$ cat src/rtl/stack_unit_if.sv
// Command/response bundle for stack_unit: push/pop/tos commands, read data and
// status flags. The master drives commands; the slave (the stack) returns results.
interface stack_unit_if #(
    parameter int WIDTH = 8,
    parameter int DEPTH = 16
);
    localparam int CW = $clog2(DEPTH) + 1;

    logic             push;
    logic             pop;
    logic             tos;
    logic             clr_err;
    logic [WIDTH-1:0] din;
    logic [WIDTH-1:0] dout;
    logic             dout_valid;
    logic [CW-1:0]    count;
    logic             empty;
    logic             full;
    logic             overflow;
    logic             underflow;

    modport master (
        output push, pop, tos, clr_err, din,
        input  dout, dout_valid, count, empty, full, overflow, underflow
    );

    modport slave (
        input  push, pop, tos, clr_err, din,
        output dout, dout_valid, count, empty, full, overflow, underflow
    );
endinterface

$ cat src/rtl/stack_unit.sv
// LIFO stack with a registered read port, push/pop/tos commands, replace-top on
// simultaneous push+pop, and sticky overflow/underflow flags.
module stack_unit #(
    parameter int WIDTH = 8,
    parameter int DEPTH = 16
) (
    input  logic         clk,
    input  logic         rst,
    stack_unit_if.slave  bus
);
    localparam int AW = $clog2(DEPTH);
    localparam int CW = AW + 1;

    typedef enum logic [1:0] {
        S_EMPTY = 2'd0,
        S_PART  = 2'd1,
        S_FULL  = 2'd2
    } state_t;

    state_t           state_r;
    state_t           state_s;
    logic [CW-1:0]    count_r;
    logic [CW-1:0]    cnt_next_s;
    logic [CW-1:0]    cnt_dec_s;
    logic [WIDTH-1:0] mem_r [DEPTH];
    logic [WIDTH-1:0] dout_r;
    logic             dout_valid_r;
    logic             overflow_r;
    logic             underflow_r;

    logic             is_empty_s;
    logic             is_full_s;
    logic [AW-1:0]    sp_s;
    logic [AW-1:0]    top_s;
    logic [AW-1:0]    wr_addr_s;
    logic             wr_en_s;
    logic             rd_en_s;
    logic             ovf_set_s;
    logic             udf_set_s;

    assign is_empty_s = (state_r == S_EMPTY);
    assign is_full_s  = (state_r == S_FULL);
    assign cnt_dec_s  = count_r - {{(CW-1){1'b0}}, 1'b1};
    assign sp_s       = count_r[AW-1:0];
    assign top_s      = cnt_dec_s[AW-1:0];

    // Command decode: every rejected command leaves memory/count alone and only raises a flag.
    always_comb begin
        wr_en_s    = 1'b0;
        wr_addr_s  = sp_s;
        rd_en_s    = 1'b0;
        cnt_next_s = count_r;
        ovf_set_s  = 1'b0;
        udf_set_s  = 1'b0;
        if (bus.push && bus.pop) begin
            if (!is_empty_s) begin
                rd_en_s   = 1'b1;
                wr_en_s   = 1'b1;
                wr_addr_s = top_s;
            end else begin
                wr_en_s    = 1'b1;
                cnt_next_s = count_r + {{(CW-1){1'b0}}, 1'b1};
                udf_set_s  = 1'b1;
            end
        end else if (bus.pop) begin
            if (!is_empty_s) begin
                rd_en_s    = 1'b1;
                cnt_next_s = cnt_dec_s;
            end else begin
                udf_set_s = 1'b1;
            end
        end else if (bus.push) begin
            // A tos riding along with a push reads the old top before the push lands.
            if (bus.tos && !is_empty_s) begin
                rd_en_s = 1'b1;
            end else if (bus.tos) begin
                udf_set_s = 1'b1;
            end else begin
                rd_en_s = 1'b0;
            end
            if (!is_full_s) begin
                wr_en_s    = 1'b1;
                cnt_next_s = count_r + {{(CW-1){1'b0}}, 1'b1};
            end else begin
                ovf_set_s = 1'b1;
            end
        end else if (bus.tos) begin
            if (!is_empty_s) begin
                rd_en_s = 1'b1;
            end else begin
                udf_set_s = 1'b1;
            end
        end else begin
            cnt_next_s = count_r;
        end
    end

    // Occupancy state follows the next count so empty/full come straight from a register.
    always_comb begin
        state_s = state_r;
        case (state_r)
            S_EMPTY, S_PART, S_FULL: begin
                if (cnt_next_s == CW'(0)) begin
                    state_s = S_EMPTY;
                end else if (cnt_next_s == CW'(DEPTH)) begin
                    state_s = S_FULL;
                end else begin
                    state_s = S_PART;
                end
            end
            default: state_s = S_EMPTY;
        endcase
    end

    // Control, read-port and flag registers.
    always_ff @(posedge clk or posedge rst) begin
        if (rst) begin
            state_r      <= S_EMPTY;
            count_r      <= '0;
            dout_r       <= '0;
            dout_valid_r <= 1'b0;
            overflow_r   <= 1'b0;
            underflow_r  <= 1'b0;
        end else begin
            state_r      <= state_s;
            count_r      <= cnt_next_s;
            dout_valid_r <= rd_en_s;
            if (rd_en_s) begin
                dout_r <= mem_r[top_s];
            end
            if (ovf_set_s) begin
                overflow_r <= 1'b1;
            end else if (bus.clr_err) begin
                overflow_r <= 1'b0;
            end
            if (udf_set_s) begin
                underflow_r <= 1'b1;
            end else if (bus.clr_err) begin
                underflow_r <= 1'b0;
            end
        end
    end

    // Storage is not reset; a write coinciding with reset is dropped.
    always_ff @(posedge clk) begin
        if (wr_en_s && !rst) begin
            mem_r[wr_addr_s] <= bus.din;
        end
    end

    assign bus.dout       = dout_r;
    assign bus.dout_valid = dout_valid_r;
    assign bus.count      = count_r;
    assign bus.empty      = is_empty_s;
    assign bus.full       = is_full_s;
    assign bus.overflow   = overflow_r;
    assign bus.underflow  = underflow_r;
endmodule

$ cat src/flat_wrapper.sv
// flat-port wrapper written by rule: the top's interface ports become plain ports
module stack_unit_flat 
#(
    parameter int WIDTH = 8,
    parameter int DEPTH = 16
)
  (clk, rst, bus_push, bus_pop, bus_tos, bus_clr_err, bus_din, bus_dout, bus_dout_valid, bus_count, bus_empty, bus_full, bus_overflow, bus_underflow);
  stack_unit_if #(.WIDTH(WIDTH), .DEPTH(DEPTH)) bus_i ();
  input  logic clk;
  input  logic rst;
  input wire logic [$bits(bus_i.push)-1:0] bus_push;
  input wire logic [$bits(bus_i.pop)-1:0] bus_pop;
  input wire logic [$bits(bus_i.tos)-1:0] bus_tos;
  input wire logic [$bits(bus_i.clr_err)-1:0] bus_clr_err;
  input wire logic [$bits(bus_i.din)-1:0] bus_din;
  output wire logic [$bits(bus_i.dout)-1:0] bus_dout;
  output wire logic [$bits(bus_i.dout_valid)-1:0] bus_dout_valid;
  output wire logic [$bits(bus_i.count)-1:0] bus_count;
  output wire logic [$bits(bus_i.empty)-1:0] bus_empty;
  output wire logic [$bits(bus_i.full)-1:0] bus_full;
  output wire logic [$bits(bus_i.overflow)-1:0] bus_overflow;
  output wire logic [$bits(bus_i.underflow)-1:0] bus_underflow;
  assign bus_i.push = bus_push;
  assign bus_i.pop = bus_pop;
  assign bus_i.tos = bus_tos;
  assign bus_i.clr_err = bus_clr_err;
  assign bus_i.din = bus_din;
  assign bus_dout = bus_i.dout;
  assign bus_dout_valid = bus_i.dout_valid;
  assign bus_count = bus_i.count;
  assign bus_empty = bus_i.empty;
  assign bus_full = bus_i.full;
  assign bus_overflow = bus_i.overflow;
  assign bus_underflow = bus_i.underflow;
  stack_unit #(.WIDTH(WIDTH), .DEPTH(DEPTH)) u_core (.clk(clk), .rst(rst), .bus(bus_i));
endmodule
$ cat config.mk
export PLATFORM = sky130hd
export DESIGN_NAME = stack_unit_flat
export DESIGN_NICKNAME = d
export VERILOG_FILES = /design/src/rtl/stack_unit_if.sv /design/src/rtl/stack_unit.sv /design/src/flat_wrapper.sv
export SDC_FILE = /design/constraint.sdc
export NUM_CORES = 1
export LEC_CHECK = 0
export ABC_CLOCK_PERIOD_IN_PS = 4600
export CORE_AREA = 2 2 113 93
export CTS_CLUSTER_DIAMETER = 150
export DETAILED_ROUTE_END_ITERATION = 16
export DIE_AREA = 0 0 115 95
export PLACE_DENSITY = 0.82
export SYNTH_ARGS = -nofsm -noshare
export SYNTH_HDL_FRONTEND = slang
export SYNTH_SLANG_ARGS = --single-unit
$ cat constraint.sdc
create_clock -name clk -period 4.6 [get_ports clk]
set_clock_uncertainty 0.2 [all_clocks]
set_input_delay 1.38 -clock clk [delete_from_list [all_inputs] [get_ports clk]]
set_output_delay 1.38 -clock clk [all_outputs]
set_load 0.05 [all_outputs]
# Yosys cells after proc, flatten, opt, wreduce, memory -nomap -nowiden
# Memories as Yosys holds them, arrays and structs flattened. A register that Yosys moved wholly into a read port is not among the register bits.
# Cells that the tools add are included.
dict set report word_totals {
  register_bits 10
  mem_bits_rw 128
  memories 1
}
# name words word_bits read_ports rd_ports_with_merged_regs wr line
set memory_table {}
lappend memory_table {u_core.mem_r 16 8 1 1 1 stack_unit.sv:25} ;# logic [WIDTH-1:0] mem_r [DEPTH];
dict set report op_classes {
  add_sub_neg 2
  eq_ne 3
  muxes 37
  n_reduce_logical 10
}
# op n
set ops {}
lappend ops {{2-to-1 mux 5 bit} 6}
lappend ops {{2-to-1 mux 1 bit} 26}
lappend ops {{2-to-1 mux 4 bit} 2}
lappend ops {{2-to-1 mux 2 bit} 3}
lappend ops {{adder 5 x 1 -> 5 bit, second input constant} 1}
lappend ops {{equality test 5 bit, second input constant} 1}
lappend ops {{zero test 5 bit} 1}
lappend ops {{subtractor 5 x 1 -> 5 bit, second input constant} 1}
lappend ops {{nonzero test 2 bit} 2}
lappend ops {{logical AND 1 bit} 3}
lappend ops {{OR reduction 3 bit} 1}
lappend ops {{equality test 2 x 1 -> 1 bit, second input constant} 1}
lappend ops {{equality test 2 bit, second input constant} 1}
lappend ops {{zero test 1 bit} 2}
lappend ops {{zero test 2 bit} 1}

# Depth between registers and ports, before layout
# Gate-level depths: netlist of run 1.
dict set report logic_depth {
  word_depth 9
  depth_mapped 9
  depth_no_buf 7
}

# Worst setup path before layout of run 1
# OpenSTA, ideal clock, no wires.
dict set report synth_path {
  kind {register to register}
  start {register u_core.count_r[0], in the netlist u_core.bus.count[0]}
  end {memory u_core.mem_r[1][0], enable pin}
  setup_ns 0.370
  t_arrival_ns 2.636
  slack_ns 1.394
  path_stages_with_launch 9
  n_path_buf 3
  period_less_slack_ns 3.206
  cell_sequence {dfrtp_1 -> clkbuf_8 -> inv_1 -> ha_1 -> buf_2 -> buf_1 -> and3_1 -> o21ai_0 -> nor2_1}
}
dict set report synth_via {
  elab_chain_len 3
}
# item line
set synth_lines {}
lappend synth_lines {{start, declared} stack_unit.sv:22} ;# logic [CW-1:0] count_r;
lappend synth_lines {{start signal, assigned} stack_unit.sv:126} ;# count_r <= cnt_next_s;
lappend synth_lines {{subtractor 5 x 1 -> 5 bit} stack_unit.sv:43} ;# assign cnt_dec_s = count_r - {{(CW-1){1'b0}}, 1'b1};
lappend synth_lines {{2-to-1 mux 4 bit} stack_unit.sv:56} ;# if (!is_empty_s) begin
lappend synth_lines {{2-to-1 mux 4 bit *} stack_unit.sv:55} ;# if (bus.push && bus.pop) begin
lappend synth_lines {{end, declared} stack_unit.sv:25}
# Mark *: on every way between the ends. The rest lies on a longest branch, timed or not.

# Worst setup path after layout of run 1
dict set report layout_path {
  start {input bus_pop}
  end {memory u_core.mem_r[2][6], enable pin}
}
dict set report layout_via {
  elab_chain_len 5
  word_cells_on_any_way 7
  classes_between {5 x mux; 2 x reduce/logical}
}
# item line
set layout_lines {}
lappend layout_lines {{start, declared} flat_wrapper.sv:12} ;# input wire logic [$bits(bus_i.pop)-1:0] bus_pop;
lappend layout_lines {{2-to-1 mux 1 bit or logical AND 1 bit (tied branches)} {stack_unit.sv:65, stack_unit.sv:55}}
lappend layout_lines {{2-to-1 mux 1 bit} stack_unit.sv:55}
lappend layout_lines {{logical AND 1 bit} stack_unit.sv:146} ;# if (wr_en_s && !rst) begin
lappend layout_lines {{2-to-1 mux 1 bit} stack_unit.sv:146}
lappend layout_lines {{2-to-1 mux 1 bit (implied by the code)} stack_unit.sv:147} ;# mem_r[wr_addr_s] <= bus.din;
# Several ways; a longest one is shown, not always the timed one.

==> reports/results.txt, run 1 <==
The library cell used as clock root buffer was sky130_fd_sc_hd__clkbuf_16. The tightest min-delay check is of the reg2reg type. The share of the clock period used by the worst path after layout is 85.17%. The synthesized area per cell came out at 18.29 um2. The count of endpoints failing hold in the final timing report was 0. The number of fill cells in the layout was 580. The number of slew-limit violations in the final report was 0. Of all flip-flops after synthesis, the portion carrying an async set or reset was 12.33%. The final layout contains routed wiring with a total length of 12.71 mm. Among all flip-flop cells after synthesis, the most frequent one is sky130_fd_sc_hd__edfxtp_1.

The post-detailed-route wirelength per cell came out at 24.50 um. Relative to the synthesized area, the layout overhead comes to 16.99%. After Yosys synthesis, XOR and XNOR cells account for 1.006% of the synthesized area.

After synthesis, the cell types taking the most area are sky130_fd_sc_hd__edfxtp_1 63%, sky130_fd_sc_hd__mux4_2 12%, sky130_fd_sc_hd__dfrtp_1 7.4%. For the final routed database, the setup TNS stands at 0 ns. The tools report the half-perimeter wire length after detailed placement as 7.857 mm. Entering global routing, the biggest net connects 41 pins. In this run the deepest clock path goes through 2 buffers. The H-tree generated during clock tree synthesis spans 4 levels.

The net count reported at finish was 400; the number of cells produced by synthesis was 333. The hold buffer count at CTS is 0, and the post-layout worst setup margin is 0.6822 ns. The logs give 146 for the count of clock tree sinks and 0.3928 mV for the maximum ir drop on the vdd rail. The first global-routing pass estimated 19.38 mm of wire. Of the synthesized area, sequential elements account for 70.49%. Buffers inserted during clock tree synthesis total 17. The clock-pin slew on the worst setup and hold paths came out at 0.06 ns. The first routing iteration left 339 violations. The number of enable-type register cells in the synthesized netlist was 128; the core area was 0.009910 mm2.

The quantity of I/O buffers inserted on ports was 31. The diode insertion count for antenna repair was 0; the via count of the first global-routing pass was 3273. The power density of the placed cells is 701.8 mW/mm2, and the portion of netlist area occupied by mux cells is 14.81%.

The number of distinct library cells after synthesis was 48. TritonCTS built the clock tree. The flow ran to the end, and the final reports show no timing, DRC or antenna violations. The width of the die was 115 um; the total number of placement rows was 33. The data arrival time of the worst path is 3.76 ns. Synthesis produced a netlist with a net count of 349. For this run the aggregate overflow at the end of global routing stands at 0.

The congestion estimate from routability-driven global placement came to 0.8402. 32 I/O pins were placed. After detailed routing, the number of vias per cell comes to 6.412. The post-synthesis adder-cell area fraction is 0.4108%. The critical path class was in2reg. The maximum net fanout on the critical path is 15, and the fraction of final layout cells sized beyond drive strength 1 is 22.67%. The starting utilization of the core area was 61.48%. The post-cts resize count came out at 0. For this run, the top clock speed supported by timing is 255.2 MHz. In the routed design, unresolved DRC markers number 0. Before antenna repair, the detailed router went through 6 iterations. The logs give 0.01093 mm2 for the area of the die and 0 for the count of endpoints failing setup in the final report.

The total global routing track utilization is 25.87%. Of the post-synthesis cell area, the dominant cell type holds 63.09%. The tools report the element type at the critical path end as a register. Once detail routing completed, the nets flagged for antenna violations numbered 0.

OpenSTA, run right after detailed placement, puts the worst setup slack at 0.3928 ns. Actual transition at the worst max-transition pin: 0.7712 ns. For the clock network latency to the later pin of the worst-skew pair, the log shows 0.42 ns. Measured along the y axis, the die boundary spans 95 um. The simple logic cell fraction of the synthesized area is 4.724%.

Summed over all instances, the cell type with the most area after synthesis is sky130_fd_sc_hd__edfxtp_1. Total of flip-flops plus latches after synthesis: 146. The area fraction in compound gates after synthesis was 5.196%; the post-CTS setup-driven buffer insertion count was 0.

For this design the static power due to leakage is 2.480 nW. The Yosys step of the flow raised 0 warnings. The largest family of logic cells by synthesized area is multiplexers. The tools report the initial antenna violation count as 0. Setup repair after global routing left no endpoint under its margin. In this run the tightest slew margin relative to its limit is 48.53%. STA classifies the critical path startpoint as a primary input. For the worst setup path, the data required time is 4.44 ns.

The total via count in the routed design is 3328, and the synthesized area is 0.006092 mm2. Counting I/O delays and the setup requirement, the final critical path takes 3.918 ns. Count of max-cap constraint violations: 0.
## metrics by stage
stage	cell area (um2)	utilization [%]	cells	power, mW	hold slack, ns
after floorplan	6092	-	333	3.150	0.4325
after global placement	6535	65.95	487	3.583	0.2676
after detailed placement	6535	65.95	487	3.639	0.2691
after CTS	7127	71.92	519	5.017	0.2846
after global routing	7127	71.92	519	5.221	0.3041
final	7127	71.92	519	5.002	0.2862
## final cells by class
class / instances / area, um2 / area share (%)
inverter: 11 / 41.29 / 0.5794
timing repair buffer: 49 / 445.4 / 6.250
clock inverter: 14 / 162.7 / 2.282
clock buffer: 18 / 429.2 / 6.022
tap: 122 / 152.6 / 2.142
sequential: 146 / 4295 / 60.27
multi-input combinational: 159 / 1600 / 22.45
## final timing paths
check	slack, ns	from	cells after the start	to
setup reg to reg	1.36	u_core.bus.count[1]	7	u_core.mem_r[0][4]
hold reg to reg	0.29	u_core.bus.dout[2]	1	u_core.bus.dout[2]
min in group asynchronous	1.23	rst	2	u_core.bus.count[2]
max in group asynchronous	2.43	rst	2	u_core.bus.count[0]
setup / recovery	0.68	bus_pop	6	u_core.mem_r[2][6]
hold / removal	0.29	u_core.bus.dout[2]	1	u_core.bus.dout[2]
## cells by family after synthesis
family | count (synthesis)
xor gates and xnor gates | 7
muxes | 50
adders and majority gates | 2
DFF | 146
buffers and inverters | 28
and+or+nand+nor | 57
AOI/OAI and AO/OA | 43
## sequential cells by signal, summed over array words and instances (netlist names)
| signal | cells |
|---|---|
| u_core.bus.underflow | 1 |
| u_core.mem_r | 128 |
| u_core.bus.dout_valid | 1 |
| u_core.bus.dout | 8 |
| u_core.bus.overflow | 1 |
| u_core.bus.count | 5 |
| u_core.state_r | 2 |
## layer usage
metal	track usage (%)	routed length (um)	part of all wire, %
met1	36.52	5328	42
met2	38.92	6063	48
met3	6.932	1069	8.4
met4	10.74	253	2.0
met5	0	0	0
## where the power goes
group          internal [mW]  switching, mW
Clock                  0.849          0.521
Sequential              1.58          0.116
Combinational          0.819           1.12
## critical path, cell delays in order
cell and delay, ns:
sky130_fd_sc_hd__clkdlybuf4s50_1 0.78, sky130_fd_sc_hd__o211a_1 0.36, sky130_fd_sc_hd__nand2_1 0.17, sky130_fd_sc_hd__nor2_1 0.23, sky130_fd_sc_hd__a22oi_1 0.21, sky130_fd_sc_hd__nor2_1 0.62
## cells in the mapped netlist (4+ instances only)
master / number
sky130_fd_sc_hd__nor3_1: 11
sky130_fd_sc_hd__edfxtp_1: 128
sky130_fd_sc_hd__a21oi_1: 4
sky130_fd_sc_hd__xnor2_1: 6
sky130_fd_sc_hd__a21o_1: 7
sky130_fd_sc_hd__o21ai_0: 5
sky130_fd_sc_hd__nor2_1: 22
sky130_fd_sc_hd__mux4_2: 32
sky130_fd_sc_hd__mux2i_1: 17
sky130_fd_sc_hd__dfrtp_1: 18
sky130_fd_sc_hd__clkbuf_8: 7
sky130_fd_sc_hd__nand2_1: 9
sky130_fd_sc_hd__inv_1: 11
sky130_fd_sc_hd__o22ai_1: 7
## cells in the final DEF, fill, tap and decap left out, drive strengths merged, types with 4 or more instances in the layout
master         count
nor2              22
clkinv             5
a21o               8
dfrtp             18
nand2              9
buf               18
clkdlybuf4s50     31
clkbuf            18
a21oi              4
o21ai              5
edfxtp           128
mux4              32
clkinvlp           4
xnor2              6
mux2i             17
nor3              11
o22ai              9
inv               13
Power figures use the tool's default switching activity.
==> run 2: changes to the inputs <==
--- a/config.mk
+++ b/config.mk
@@ -11,6 +11,7 @@
 export DETAILED_ROUTE_END_ITERATION = 16
 export DIE_AREA = 0 0 115 95
 export PLACE_DENSITY = 0.82
+export SLEW_MARGIN = 20
 export SYNTH_ARGS = -nofsm -noshare
 export SYNTH_HDL_FRONTEND = slang
 export SYNTH_SLANG_ARGS = --single-unit
==> results of run 2 <==
Final layout, timing and power as in run 1 (identical DEF).
